### src/rtl/mc_ctrl_pkg.sv
// Shared types for the multi-cycle MIPS main control: state encodings, opcodes,
// datapath select codes and the control word passed from the output decoder.
package mc_ctrl_pkg;

    typedef enum logic [3:0] {
        S_FETCH  = 4'd0,
        S_DECODE = 4'd1,
        S_MEMADR = 4'd2,
        S_MEMRD  = 4'd3,
        S_MEMWB  = 4'd4,
        S_MEMWR  = 4'd5,
        S_EXEC   = 4'd6,
        S_ALUWB  = 4'd7,
        S_BRANCH = 4'd8,
        S_ADDIEX = 4'd9,
        S_ADDIWB = 4'd10,
        S_JUMP   = 4'd11
    } state_t;

    localparam logic [5:0] OP_RTYPE = 6'b000000;
    localparam logic [5:0] OP_LW    = 6'b100011;
    localparam logic [5:0] OP_SW    = 6'b101011;
    localparam logic [5:0] OP_BEQ   = 6'b000100;
    localparam logic [5:0] OP_ADDI  = 6'b001000;
    localparam logic [5:0] OP_J     = 6'b000010;

    typedef enum logic [1:0] {
        ALUOP_ADD   = 2'b00,
        ALUOP_SUB   = 2'b01,
        ALUOP_FUNCT = 2'b10
    } aluop_t;

    typedef enum logic [1:0] {
        SRCB_REGB    = 2'b00,
        SRCB_FOUR    = 2'b01,
        SRCB_IMM     = 2'b10,
        SRCB_IMM_SH2 = 2'b11
    } srcb_t;

    typedef enum logic [1:0] {
        PCSRC_ALU    = 2'b00,
        PCSRC_ALUOUT = 2'b01,
        PCSRC_JUMP   = 2'b10
    } pcsrc_t;

    typedef struct packed {
        logic   iord;
        logic   mem_write;
        logic   ir_write;
        logic   reg_dst;
        logic   mem_to_reg;
        logic   reg_write;
        logic   alu_src_a;
        srcb_t  alu_src_b;
        aluop_t alu_op;
        pcsrc_t pc_src;
        logic   pc_write;
        logic   branch;
    } ctrl_word_t;

    // States that stall on mem_ready and are supervised by the watchdog.
    function automatic logic is_wait_state(input state_t s);
        return (s == S_FETCH) || (s == S_MEMRD) || (s == S_MEMWR);
    endfunction

endpackage

### src/rtl/mc_main_control_if.sv
// Control/datapath handshake bundle: instruction/flag inputs to the controller and
// the datapath selects and strobes it drives back.
interface mc_main_control_if;

    logic [5:0] opcode;
    logic       zero;
    logic       mem_ready;
    logic       iord;
    logic       mem_write;
    logic       ir_write;
    logic       reg_dst;
    logic       mem_to_reg;
    logic       reg_write;
    logic       alu_src_a;
    logic [1:0] alu_src_b;
    logic [1:0] alu_op;
    logic [1:0] pc_src;
    logic       pc_en;
    logic       illegal_op;
    logic       mem_timeout;
    logic [3:0] state_o;

    modport master (
        input  opcode, zero, mem_ready,
        output iord, mem_write, ir_write, reg_dst, mem_to_reg, reg_write,
               alu_src_a, alu_src_b, alu_op, pc_src, pc_en,
               illegal_op, mem_timeout, state_o
    );

    modport slave (
        output opcode, zero, mem_ready,
        input  iord, mem_write, ir_write, reg_dst, mem_to_reg, reg_write,
               alu_src_a, alu_src_b, alu_op, pc_src, pc_en,
               illegal_op, mem_timeout, state_o
    );

endinterface

### src/rtl/mc_ctrl_outdec.sv
// Combinational state -> control word decode; FETCH load strobes wait for mem_ready.
module mc_ctrl_outdec
    import mc_ctrl_pkg::*;
(
    input  state_t     i_state,
    input  logic       i_mem_ready,
    output ctrl_word_t o_ctrl
);

    always_comb begin
        o_ctrl = '0;
        case (i_state)
            S_FETCH: begin
                o_ctrl.alu_src_b = SRCB_FOUR;
                o_ctrl.ir_write  = i_mem_ready;
                o_ctrl.pc_write  = i_mem_ready;
            end
            S_DECODE: begin
                o_ctrl.alu_src_b = SRCB_IMM_SH2;
            end
            S_MEMADR: begin
                o_ctrl.alu_src_a = 1'b1;
                o_ctrl.alu_src_b = SRCB_IMM;
            end
            S_MEMRD: begin
                o_ctrl.iord = 1'b1;
            end
            S_MEMWB: begin
                o_ctrl.mem_to_reg = 1'b1;
                o_ctrl.reg_write  = 1'b1;
            end
            S_MEMWR: begin
                o_ctrl.iord      = 1'b1;
                o_ctrl.mem_write = 1'b1;
            end
            S_EXEC: begin
                o_ctrl.alu_src_a = 1'b1;
                o_ctrl.alu_op    = ALUOP_FUNCT;
            end
            S_ALUWB: begin
                o_ctrl.reg_dst   = 1'b1;
                o_ctrl.reg_write = 1'b1;
            end
            S_BRANCH: begin
                o_ctrl.alu_src_a = 1'b1;
                o_ctrl.alu_op    = ALUOP_SUB;
                o_ctrl.pc_src    = PCSRC_ALUOUT;
                o_ctrl.branch    = 1'b1;
            end
            S_ADDIEX: begin
                o_ctrl.alu_src_a = 1'b1;
                o_ctrl.alu_src_b = SRCB_IMM;
            end
            S_ADDIWB: begin
                o_ctrl.reg_write = 1'b1;
            end
            S_JUMP: begin
                o_ctrl.pc_src   = PCSRC_JUMP;
                o_ctrl.pc_write = 1'b1;
            end
            default: o_ctrl = '0;
        endcase
    end

endmodule

### src/rtl/mc_main_control.sv
// Multi-cycle MIPS main control FSM: state register, opcode sequencing, memory-wait
// watchdog and sticky error flags; per-state outputs come from mc_ctrl_outdec.
module mc_main_control
    import mc_ctrl_pkg::*;
#(
    parameter int unsigned WAIT_MAX = 15
)
(
    input  logic              clk,
    input  logic              rst_n,
    mc_main_control_if.master bus
);

    // r_wd holds completed wait cycles, so expiry is the WAIT_MAX-th consecutive one.
    localparam logic [7:0] WD_LAST = 8'(WAIT_MAX - 1);

    state_t     r_state;
    logic [7:0] r_wd;
    logic       r_illegal;
    logic       r_timeout;

    logic       w_waiting;
    logic       w_expire;
    ctrl_word_t w_ctrl;

    assign w_waiting = is_wait_state(r_state) && !bus.mem_ready;
    assign w_expire  = w_waiting && (r_wd == WD_LAST);

    always_ff @(posedge clk or negedge rst_n) begin
        if (!rst_n) begin
            r_state   <= S_FETCH;
            r_wd      <= '0;
            r_illegal <= 1'b0;
            r_timeout <= 1'b0;
        end else begin
            if (w_waiting && !w_expire) begin
                r_wd <= r_wd + 8'd1;
            end else begin
                r_wd <= '0;
            end
            if (w_expire) begin
                r_timeout <= 1'b1;
            end
            case (r_state)
                S_FETCH: begin
                    if (bus.mem_ready) begin
                        r_state <= S_DECODE;
                    end
                end
                S_DECODE: begin
                    case (bus.opcode)
                        OP_LW, OP_SW: r_state <= S_MEMADR;
                        OP_RTYPE:     r_state <= S_EXEC;
                        OP_BEQ:       r_state <= S_BRANCH;
                        OP_ADDI:      r_state <= S_ADDIEX;
                        OP_J:         r_state <= S_JUMP;
                        default: begin
                            r_state   <= S_FETCH;
                            r_illegal <= 1'b1;
                        end
                    endcase
                end
                S_MEMADR: begin
                    r_state <= (bus.opcode == OP_SW) ? S_MEMWR : S_MEMRD;
                end
                S_MEMRD: begin
                    if (bus.mem_ready) begin
                        r_state <= S_MEMWB;
                    end else if (w_expire) begin
                        r_state <= S_FETCH;
                    end
                end
                S_MEMWR: begin
                    if (bus.mem_ready || w_expire) begin
                        r_state <= S_FETCH;
                    end
                end
                S_EXEC:   r_state <= S_ALUWB;
                S_ADDIEX: r_state <= S_ADDIWB;
                default:  r_state <= S_FETCH;
            endcase
        end
    end

    mc_ctrl_outdec u_outdec (
        .i_state     (r_state),
        .i_mem_ready (bus.mem_ready),
        .o_ctrl      (w_ctrl)
    );

    // Strobes are gated by rst_n directly so they drop the instant reset asserts.
    assign bus.mem_write   = rst_n & w_ctrl.mem_write;
    assign bus.ir_write    = rst_n & w_ctrl.ir_write;
    assign bus.reg_write   = rst_n & w_ctrl.reg_write;
    assign bus.pc_en       = rst_n & (w_ctrl.pc_write | (w_ctrl.branch & bus.zero));

    assign bus.iord        = w_ctrl.iord;
    assign bus.reg_dst     = w_ctrl.reg_dst;
    assign bus.mem_to_reg  = w_ctrl.mem_to_reg;
    assign bus.alu_src_a   = w_ctrl.alu_src_a;
    assign bus.alu_src_b   = w_ctrl.alu_src_b;
    assign bus.alu_op      = w_ctrl.alu_op;
    assign bus.pc_src      = w_ctrl.pc_src;
    assign bus.illegal_op  = r_illegal;
    assign bus.mem_timeout = r_timeout;
    assign bus.state_o     = r_state;

endmodule
### src/flat_wrapper.sv
// flat-port wrapper written by rule: the top's interface ports become plain ports
module mc_main_control_flat import mc_ctrl_pkg::*;
#(
    parameter int unsigned WAIT_MAX = 15
)
  (clk, rst_n, bus_opcode, bus_zero, bus_mem_ready, bus_iord, bus_mem_write, bus_ir_write, bus_reg_dst, bus_mem_to_reg, bus_reg_write, bus_alu_src_a, bus_alu_src_b, bus_alu_op, bus_pc_src, bus_pc_en, bus_illegal_op, bus_mem_timeout, bus_state_o);
  mc_main_control_if bus_i ();
  input  logic clk;
  input  logic rst_n;
  input wire logic [$bits(bus_i.opcode)-1:0] bus_opcode;
  input wire logic [$bits(bus_i.zero)-1:0] bus_zero;
  input wire logic [$bits(bus_i.mem_ready)-1:0] bus_mem_ready;
  output wire logic [$bits(bus_i.iord)-1:0] bus_iord;
  output wire logic [$bits(bus_i.mem_write)-1:0] bus_mem_write;
  output wire logic [$bits(bus_i.ir_write)-1:0] bus_ir_write;
  output wire logic [$bits(bus_i.reg_dst)-1:0] bus_reg_dst;
  output wire logic [$bits(bus_i.mem_to_reg)-1:0] bus_mem_to_reg;
  output wire logic [$bits(bus_i.reg_write)-1:0] bus_reg_write;
  output wire logic [$bits(bus_i.alu_src_a)-1:0] bus_alu_src_a;
  output wire logic [$bits(bus_i.alu_src_b)-1:0] bus_alu_src_b;
  output wire logic [$bits(bus_i.alu_op)-1:0] bus_alu_op;
  output wire logic [$bits(bus_i.pc_src)-1:0] bus_pc_src;
  output wire logic [$bits(bus_i.pc_en)-1:0] bus_pc_en;
  output wire logic [$bits(bus_i.illegal_op)-1:0] bus_illegal_op;
  output wire logic [$bits(bus_i.mem_timeout)-1:0] bus_mem_timeout;
  output wire logic [$bits(bus_i.state_o)-1:0] bus_state_o;
  assign bus_i.opcode = bus_opcode;
  assign bus_i.zero = bus_zero;
  assign bus_i.mem_ready = bus_mem_ready;
  assign bus_iord = bus_i.iord;
  assign bus_mem_write = bus_i.mem_write;
  assign bus_ir_write = bus_i.ir_write;
  assign bus_reg_dst = bus_i.reg_dst;
  assign bus_mem_to_reg = bus_i.mem_to_reg;
  assign bus_reg_write = bus_i.reg_write;
  assign bus_alu_src_a = bus_i.alu_src_a;
  assign bus_alu_src_b = bus_i.alu_src_b;
  assign bus_alu_op = bus_i.alu_op;
  assign bus_pc_src = bus_i.pc_src;
  assign bus_pc_en = bus_i.pc_en;
  assign bus_illegal_op = bus_i.illegal_op;
  assign bus_mem_timeout = bus_i.mem_timeout;
  assign bus_state_o = bus_i.state_o;
  mc_main_control #(.WAIT_MAX(WAIT_MAX)) u_core (.clk(clk), .rst_n(rst_n), .bus(bus_i));
endmodule
### config.mk
export PLATFORM = sky130hd
export DESIGN_NAME = mc_main_control_flat
export DESIGN_NICKNAME = d
export VERILOG_FILES = /design/src/rtl/mc_ctrl_pkg.sv /design/src/rtl/mc_main_control_if.sv /design/src/rtl/mc_ctrl_outdec.sv /design/src/rtl/mc_main_control.sv /design/src/flat_wrapper.sv
export SDC_FILE = /design/constraint.sdc
export NUM_CORES = 1
export LEC_CHECK = 0
export ABC_CLOCK_PERIOD_IN_PS = 2730
export CAP_MARGIN = 10
export CELL_PAD_IN_SITES_DETAIL_PLACEMENT = 1
export CELL_PAD_IN_SITES_GLOBAL_PLACEMENT = 1
export CORE_ASPECT_RATIO = 1.4
export CORE_UTILIZATION = 36
export DETAILED_ROUTE_END_ITERATION = 10
export GPL_TIMING_DRIVEN = 0
export PLACE_DENSITY_LB_ADDON = 0.2
export SLEW_MARGIN = 5
export SYNTH_ARGS = -nofsm -noshare
export SYNTH_HDL_FRONTEND = slang
export SYNTH_HIERARCHICAL = 1
export SYNTH_SLANG_ARGS = --single-unit
### constraint.sdc
create_clock -name clk -period 2.73 [get_ports clk]
set_input_delay 0.4095 -clock clk [delete_from_list [all_inputs] [get_ports clk]]
set_output_delay 0.4095 -clock clk [all_outputs]
set_load 0.02 [all_outputs]
# Yosys cells after proc, flatten, opt, wreduce, memory -nomap -nowiden
# Cells that the tools add are included.
[classes]
div = 0
multipliers = 0
add_sub_neg = 1
n_reduce_logical = 18
shifts = 0
order_cmp = 0
bitwise = 7
mux = 20
n_eq_ne = 20
[op_table]
columns = ["op", "n"]
rows = [
  ["$pmux W4 S7", 1],
  ["$pmux W4 S5", 1],
  ["$eq A4 B3 Y1 const B", 4],
  ["$eq A4 B4 Y1 const B", 4],
  ["$mux W4", 4],
  ["$eq A6 B6 Y1 const B", 2],
  ["$add A8 B1 Y8 const B", 1],
  ["$eq A4 B2 Y1 const B", 2],
  ["$eq A8 B4 Y1 const B", 1],
  ["$mux W1", 8],
  ["$mux W8", 1],
  ["$pmux W2 S2", 2],
  ["$eq A6 B2 Y1 const B", 1],
  ["$eq A6 B3 Y1 const B", 1],
  ["$eq A6 B4 Y1 const B", 1],
  ["$logic_not A6 Y1", 1],
  ["$pmux W2 S3", 1],
  ["$reduce_or A2 Y1", 3],
  ["$reduce_or A6 Y1", 1],
  ["$and A1 B1 Y1", 5],
  ["$eq A4 B1 Y1 const B", 1],
  ["$logic_not A4 Y1", 1],
  ["$ne A2 B2 Y1 const B", 2],
  ["$reduce_or A4 Y1", 1],
  ["11 further kinds", 16],
]
[totals]
latchBits = 0
in_bits = 10
ram_bits = 0
out_inout_bits = 20
elab_cells = 70
reg_bits = 14
mem_bits_ro = 0
mem_count = 0

# Logic depth before layout (Yosys ltp)
# Gate-level depths: netlist of the first run.
[depth]
ltp_word = 8
mapped_depth = 5
ltp_nobuf = 5

# Cells and area by module
# The synthesis of the first run kept the hierarchy.
[by_module_without_submodules]
columns = ["mod", "cells_per_inst", "area_each_um2", "seq_area_each_um2", "instances"]
rows = [
  ["mc_main_control", 90, 835.8, 350.3, 1],
  ["mc_ctrl_outdec", 31, 192.7, 0.0, 1],
]

# Worst setup path after synthesis of the first run
# Ideal clock, no wire load.
[synth_timing]
path_type = "reg2out"
startpoint = "register u_core.r_state[3] (netlist: u_core/bus.state_o[3])"
endpoint = "output port bus_pc_en"
path_stages_with_launch = 6
arrival_ns = 1.618
slack_ns = 0.702
n_path_buf = 1
required_ns = 2.321
path_cell_list = "dfrtp_1 > buf_6 > or4b_1 > a21oi_1 > a21oi_1 > nor2b_1"
[synth_rtl]
columns = ["item", "line", "rtl"]
rows = [
  ["from (decl)", "mc_main_control.sv:17", "state_t r_state;"],
  ["from (signal assigned)", "mc_main_control.sv:64", "r_state <= (bus.opcode == OP_SW) ? S_MEMWR : S_MEMRD;"],
  ["to (decl)", "flat_wrapper.sv:23", "output wire logic [$bits(bus_i.pc_en)-1:0] bus_pc_en;"],
]

# Worst setup path in the final report of the first run
[layout_timing]
startpoint = "register u_core.r_state[0] (netlist: u_core/bus.state_o[0])"
endpoint = "output port bus_alu_src_b[1]"
[layout_between]
elab_chain_cells = 3
word_cells_on_any_way = 6
cone_classes = "3 x eq/ne; 1 x mux; 2 x reduce/logical"
[layout_rtl]
columns = ["item", "line", "rtl"]
rows = [
  ["$eq A4 B2 Y1 / $eq A4 B4 Y1 (equally long branches)", "mc_ctrl_outdec.sv:12", "case (i_state)"],
  ["$reduce_or A2 Y1 (no source line)", "-", ""],
  ["$pmux W2 S3 *", "mc_ctrl_outdec.sv:12", ""],
  ["to (decl)", "flat_wrapper.sv:20", "output wire logic [$bits(bus_i.alu_src_b)-1:0] bus_alu_src_b;"],
]
# Mark *: on every way between the ends. The rest lies on a longest branch, timed or not.

==> results of run 1 <==
==> stage by stage <==
stage                     setup TNS, ns  hold slack (ns)   util  power (mW)
after floorplan                       0            0.114      -       0.629
after global placement          -0.0237            0.457  0.507       0.815
after detailed placement        -0.0313            0.465  0.507       0.833
after CTS                             0            0.490  0.520       0.988
after global routing                  0            0.228  0.522        1.05
final                                 0            0.168  0.522       0.978
==> registers in the layout, summed over array words and instances (netlist names) <==
register,cells
u_core/r_wd,8
u_core/bus.state_o,4
u_core/bus.mem_timeout,1
u_core/bus.illegal_op,1
==> report_power, final <==
group	internal [mW]	switching, mW
clock network	0.0814	0.0706
registers	0.237	0.0522
logic	0.245	0.292
total	0.563	0.415
==> cell families after synthesis <==
family          Yosys count
buf+inv                  12
xor+xnor                 10
simple gates             66
fa+ha+maj                 2
compound gates           17
flops                    14
==> worst min-delay path by stage <==
stage | cells after the start | to | slack, ns | start
2_1_floorplan | 0 | u_core/bus.illegal_op | 0.11 | rst_n
4_1_cts | 1 | u_core/bus.illegal_op | 0.49 | u_core/bus.illegal_op
5_1_grt | 1 | u_core/r_wd[6] | 0.23 | rst_n
6_report | 1 | u_core/r_wd[6] | 0.17 | rst_n
3_5_place_dp | 1 | u_core/bus.illegal_op | 0.47 | u_core/bus.illegal_op
3_3_place_gp | 1 | u_core/bus.mem_timeout | 0.46 | u_core/bus.mem_timeout
==> synthesized netlist by cell type <==
cell and count:
nor2_1 17, dfrtp_1 14, nor3_1 7, nand3_1 6, and2_1 5, inv_1 5
nand2b_1 5, o21ai_0 5, xnor2_1 5, xor2_1 5, nand2_1 4, nand4_1 4
a21oi_1 3, buf_2 3, and2b_1 2, and3_1 2, buf_4 2, buf_6 2
ha_1 2, nand4b_1 2, nor2b_1 2, nor4_1 2, o211ai_1 2, or3_1 2
or4b_1 2, a2111o_1 1, a31o_2 1, a31oi_1 1, nand3_4 1, nor3b_1 1
nor3b_2 1, o21a_1 1, o21ai_2 1, o21bai_1 1, o221ai_1 1, or3b_1 1
==> metal layers <==
metal	wire length [um]	GRT usage
met1	979	0.192
met4	40	0.0750
met3	118	0.0165
met5	0	0
met2	1550	0.375
==> worst max-delay path, stage by stage, from the launching register on <==
cell,delay (ns)
dfrtp_1,0.49
buf_2,0.23
or3b_1,0.40
a21oi_1,0.14
clkdlybuf4s50_1,0.61
==> cell type report <==
class / count / share of cell area
inverter: 5 / 0.0135
clock buffer: 4 / 0.0260
tap: 36 / 0.0323
buffer: 7 / 0.0377
multi-input combinational: 95 / 0.435
sequential: 14 / 0.252
timing repair buffer: 28 / 0.204
==> impl_metrics.toml, run 1 <==
[finish]
n_fill_cell = 336
final_cells = 189
seq_area_um2 = 352
area_delta_synth_final_pct = 35.6
layout_common_cells = "clkdlybuf4s50_1 (25), nor2_1 (17), dfrtp_1 (13), nor3_1 (7), nand3_1 (6)"
drive_above_1_share = 0.105
antennaDiodeCount = 0
multi_input_area_um2 = 607
layout_commonest_cell = "clkdlybuf4s50_1"
stdcell_area_um2 = 1400
final_nets = 166

[die]
core_area_um2 = 2670
fp.dieW_um = 47.2
start_util = 0.385
row_count = 22
die_y_um = 65.2
pin_count = 30
dieArea_um2 = 3080

[clock_network]
h-tree-depth = 1
clkLatencyLatePin_ns = 0.29
cts_tree = "yes"
cts_sinks = 14
clock-root-buffer = "clkbuf_4"
postCtsHoldBufs = 0
clk_pin_slew_ns = 0.08
post_cts_buffers = 0
clk_path_buf_depth = 2
cts_buffers = 3
cts_resized = 1

[timing]
fin_skew_ns = 0.00138
max_slew_margin = 0.496
worst_pin_slew_ns = 0.754
fin_ws_ns = 0.157
rsz0062_at_grt = "false"
clock.fmax_mhz = 389
hold_viol_final = 0
slew_viol_final = 0
period_minus_slack_ns = 2.57
post-route-period-util = 0.943
setup_viol = 0

[place]
dpl.cell_count = 185
routabilityCongestion = 0.762
hpwl_mm = 2.08
place_ws_ns = -0.0313
place.port_buffers = 28
placed_cell_area_um2 = 1350

[run_status]
status = "complete, no violations"

[grt]
grt-ovfl-total = 0
grt_pass1_wl_mm = 4.26
grt_start_max_net_pins = 19
antenna_found_initial = 0
grt_pass1_vias = 991
grt_use_total = 0.192

[setup_path]
critical_path_arrival_ns = 2.16
r2r_slack_ns = 1.20
required_ns = 2.32
reg2reg_depth = 4
critical_path_class = "reg -> out"
crit_start = "u_core/bus.state_o[0]"
startpoint_type = "flop"
r2r_start = "u_core/bus.state_o[0]"
reg2reg_to = "u_core/bus.state_o[0]"
cp-end-kind = "primary output"
crit_end = "bus_alu_src_b[1]"
cp_max_fo = 11

[power]
irDropWorstVdd_uv = 320
p_leak_nw = 0.595
p_per_area_nw_per_um2 = 701

[routing]
antenna_left = 0
wl_per_cell_um = 14.2
drt_first_pass_iters = 4
drt-vias-per-instance = 5.30
routed_wl_mm = 2.69
drc_errors = 0
drt_iter0_drc = 12
vias = 1002

[synthesis]
synth_compound_area_frac = 0.111
synth_top_area_share = 0.341
yosys.area_share.xor_xnor = 0.0852
synth_nets = 133
synth_seq_area_share = 0.341
synth_top_area_cell = "dfrtp_1"
synthAdderAreaFrac = 0.0243
synth.avg_cell_area_um2 = 8.50
synth_cells = 121
synthMuxAreaShare = 0
synth.distinct_cells = 36
ys_top_cells_by_area = "dfrtp_1 (34%), nor2_1 (6.2%), xnor2_1 (4.3%), xor2_1 (4.3%), nor3_1 (3.4%)"
synth_top_family_by_area = "simple AND/OR/NAND/NOR gates"
yosys.area_share.simple = 0.370
yosysWarnings = 6
synth_seq_cells = 14
syn_area_um2 = 1030

[min_path]
hp-class = "in -> async"

[flow_run]
max-cap-violations = 0
No activity file was read; power rests on OpenSTA's default activity.
==> run 2, diff against run 1 <==
Settings changed: CORE_UTILIZATION 36 to 38, CTS_BUF_LIST set to sky130_fd_sc_hd__clkbuf_8.
==> run 2 against run 1 <==
Clock skew fell by 0.00098 ns. Worst setup slack improved by 0.034 ns. Core utilization increased by 4.8 points. Hold slack improved by 0.042 ns. Routed wire length down 8.2%. Critical endpoint is now bus_ir_write.
==> impl_metrics.toml, run 2 (synthesis results as in run 1) <==
[run_status]
status = "complete, no violations"

[place]
place.port_buffers = 28
place_ws_ns = -0.0198
dpl.cell_count = 183
hpwl_mm = 1.96
routabilityCongestion = 0.746

[clock_network]
clk_path_buf_depth = 2
postCtsHoldBufs = 0
cts_sinks = 14
clk_pin_slew_ns = 0.05
post_cts_buffers = 0
cts_buffers = 3
h-tree-depth = 1
cts_tree = "yes"
clkLatencyLatePin_ns = 0.24
clock-root-buffer = "clkbuf_8"

[finish]
seq_area_um2 = 350
antennaDiodeCount = 0
drive_above_1_share = 0.0980
layout_common_cells = "clkdlybuf4s50_1 (25), nor2_1 (17), dfrtp_1 (14), nor3_1 (7), nand3_1 (6)"
area_delta_synth_final_pct = 37.1
multi_input_area_um2 = 607
largest_register = "u_core/r_wd"
largest_reg_flops = 8
layout_commonest_cell = "clkdlybuf4s50_1"
final_nets = 166
n_fill_cell = 321
final_cells = 187

[timing]
hold_viol_final = 0
slew_viol_final = 0
max_slew_margin = 0.517
clock.fmax_mhz = 394
setup_viol = 0
period_minus_slack_ns = 2.54
rsz0062_at_grt = "false"
fin_ws_ns = 0.191
post-route-period-util = 0.930
holdWs_ns = 0.210
worst_pin_slew_ns = 0.723
fin_skew_ns = 0.000396

[setup_path]
required_ns = 2.32
cp_max_fo = 13
critical_path_class = "reg -> out"
startpoint_type = "flop"
crit_top_cell = "and2_1"
cpPeakStageDelay_ns = 0.60
crit_buf_inv = 2
cp-end-kind = "primary output"
cp_slowest_cell = "clkdlybuf4s50_1"
critical_path_arrival_ns = 2.13
crit_chain = "buf_2 > nor4_1 > and2_1 > and2_1 > clkdlybuf4s50_1"
critical_path.top_delay_family = "buffers and inverters"

[power]
p_leak_nw = 0.604
p_per_area_nw_per_um2 = 720
irDropWorstVdd_uv = 444
p_total_mw = 1.02

[routing]
wl_per_cell_um = 13.2
drc_errors = 0
drt-vias-per-instance = 5.38
routed_wl_mm = 2.47
antenna_left = 0
drt_iter0_drc = 13
vias = 1006
drt_first_pass_iters = 4

[grt]
grt_pass1_wl_mm = 4.28
grt_use_total = 0.198
grt_pass1_vias = 998
grt-ovfl-total = 0
antenna_found_initial = 0
grt_start_max_net_pins = 19

[die]
core_area_um2 = 2470
fp.dieW_um = 46.0
start_util = 0.416
dieArea_um2 = 2920
pin_count = 30
row_count = 21
die_y_um = 63.6

[flow_run]
max-cap-violations = 0

[min_path]
hp-class = "in -> async"
run 2: per-layer routing:
metal / global-route usage / vias up / part of all wire
met4: 0.0441 / 0 / 0.0065
met1: 0.214 / 488 / 0.39
met5: 0 / - / 0
li1: - / 485 / -
met3: 0.0458 / 3 / 0.043
met2: 0.364 / 30 / 0.56
run 2: stage by stage:
step | setup TNS [ns] | cell area [um2] | utilization
2_1_floorplan | 0 | 1030 | -
3_3_place_gp | -0.0182 | 1350 | 0.547
3_5_place_dp | -0.0198 | 1350 | 0.547
4_1_cts | 0 | 1410 | 0.569
5_1_grt | 0 | 1410 | 0.571
6_report | 0 | 1410 | 0.571
run 2: worst paths after layout:
kind                                  startpoint                     to  depth (start not counted)  slack (ns)
max                        u_core/bus.state_o[1]           bus_ir_write                          5        0.19
max reg2reg                u_core/bus.state_o[1]  u_core/bus.state_o[0]                          4        1.23
min                                        rst_n  u_core/bus.state_o[2]                          1        0.21
min reg2reg                u_core/bus.illegal_op  u_core/bus.illegal_op                          1        0.47
max in group asynchronous                  rst_n         u_core/r_wd[1]                          1        2.06
min in group clk           u_core/bus.illegal_op  u_core/bus.illegal_op                          1        0.47
run 2: area by class of cell:
type                       instances  share of cell area
timing repair buffer              28               0.201
sequential                        14               0.248
multi-input combinational         95               0.430
inverter                           5              0.0133
buffer                             7              0.0373
tap                               34              0.0302
clock buffer                       4              0.0390
run 2: power breakdown:
group	switching (mW)	leakage [nW]	total [mW]	internal, mW
sequential	0.0523	0.187	0.289	0.237
combinational	0.285	0.389	0.531	0.246
clock	0.0683	0.0288	0.196	0.128
run 2: repair_timing:
action                     CTS  global route
gates resized for setup      1             2
setup endpoints to repair    1             3
hold endpoints to repair     0             0
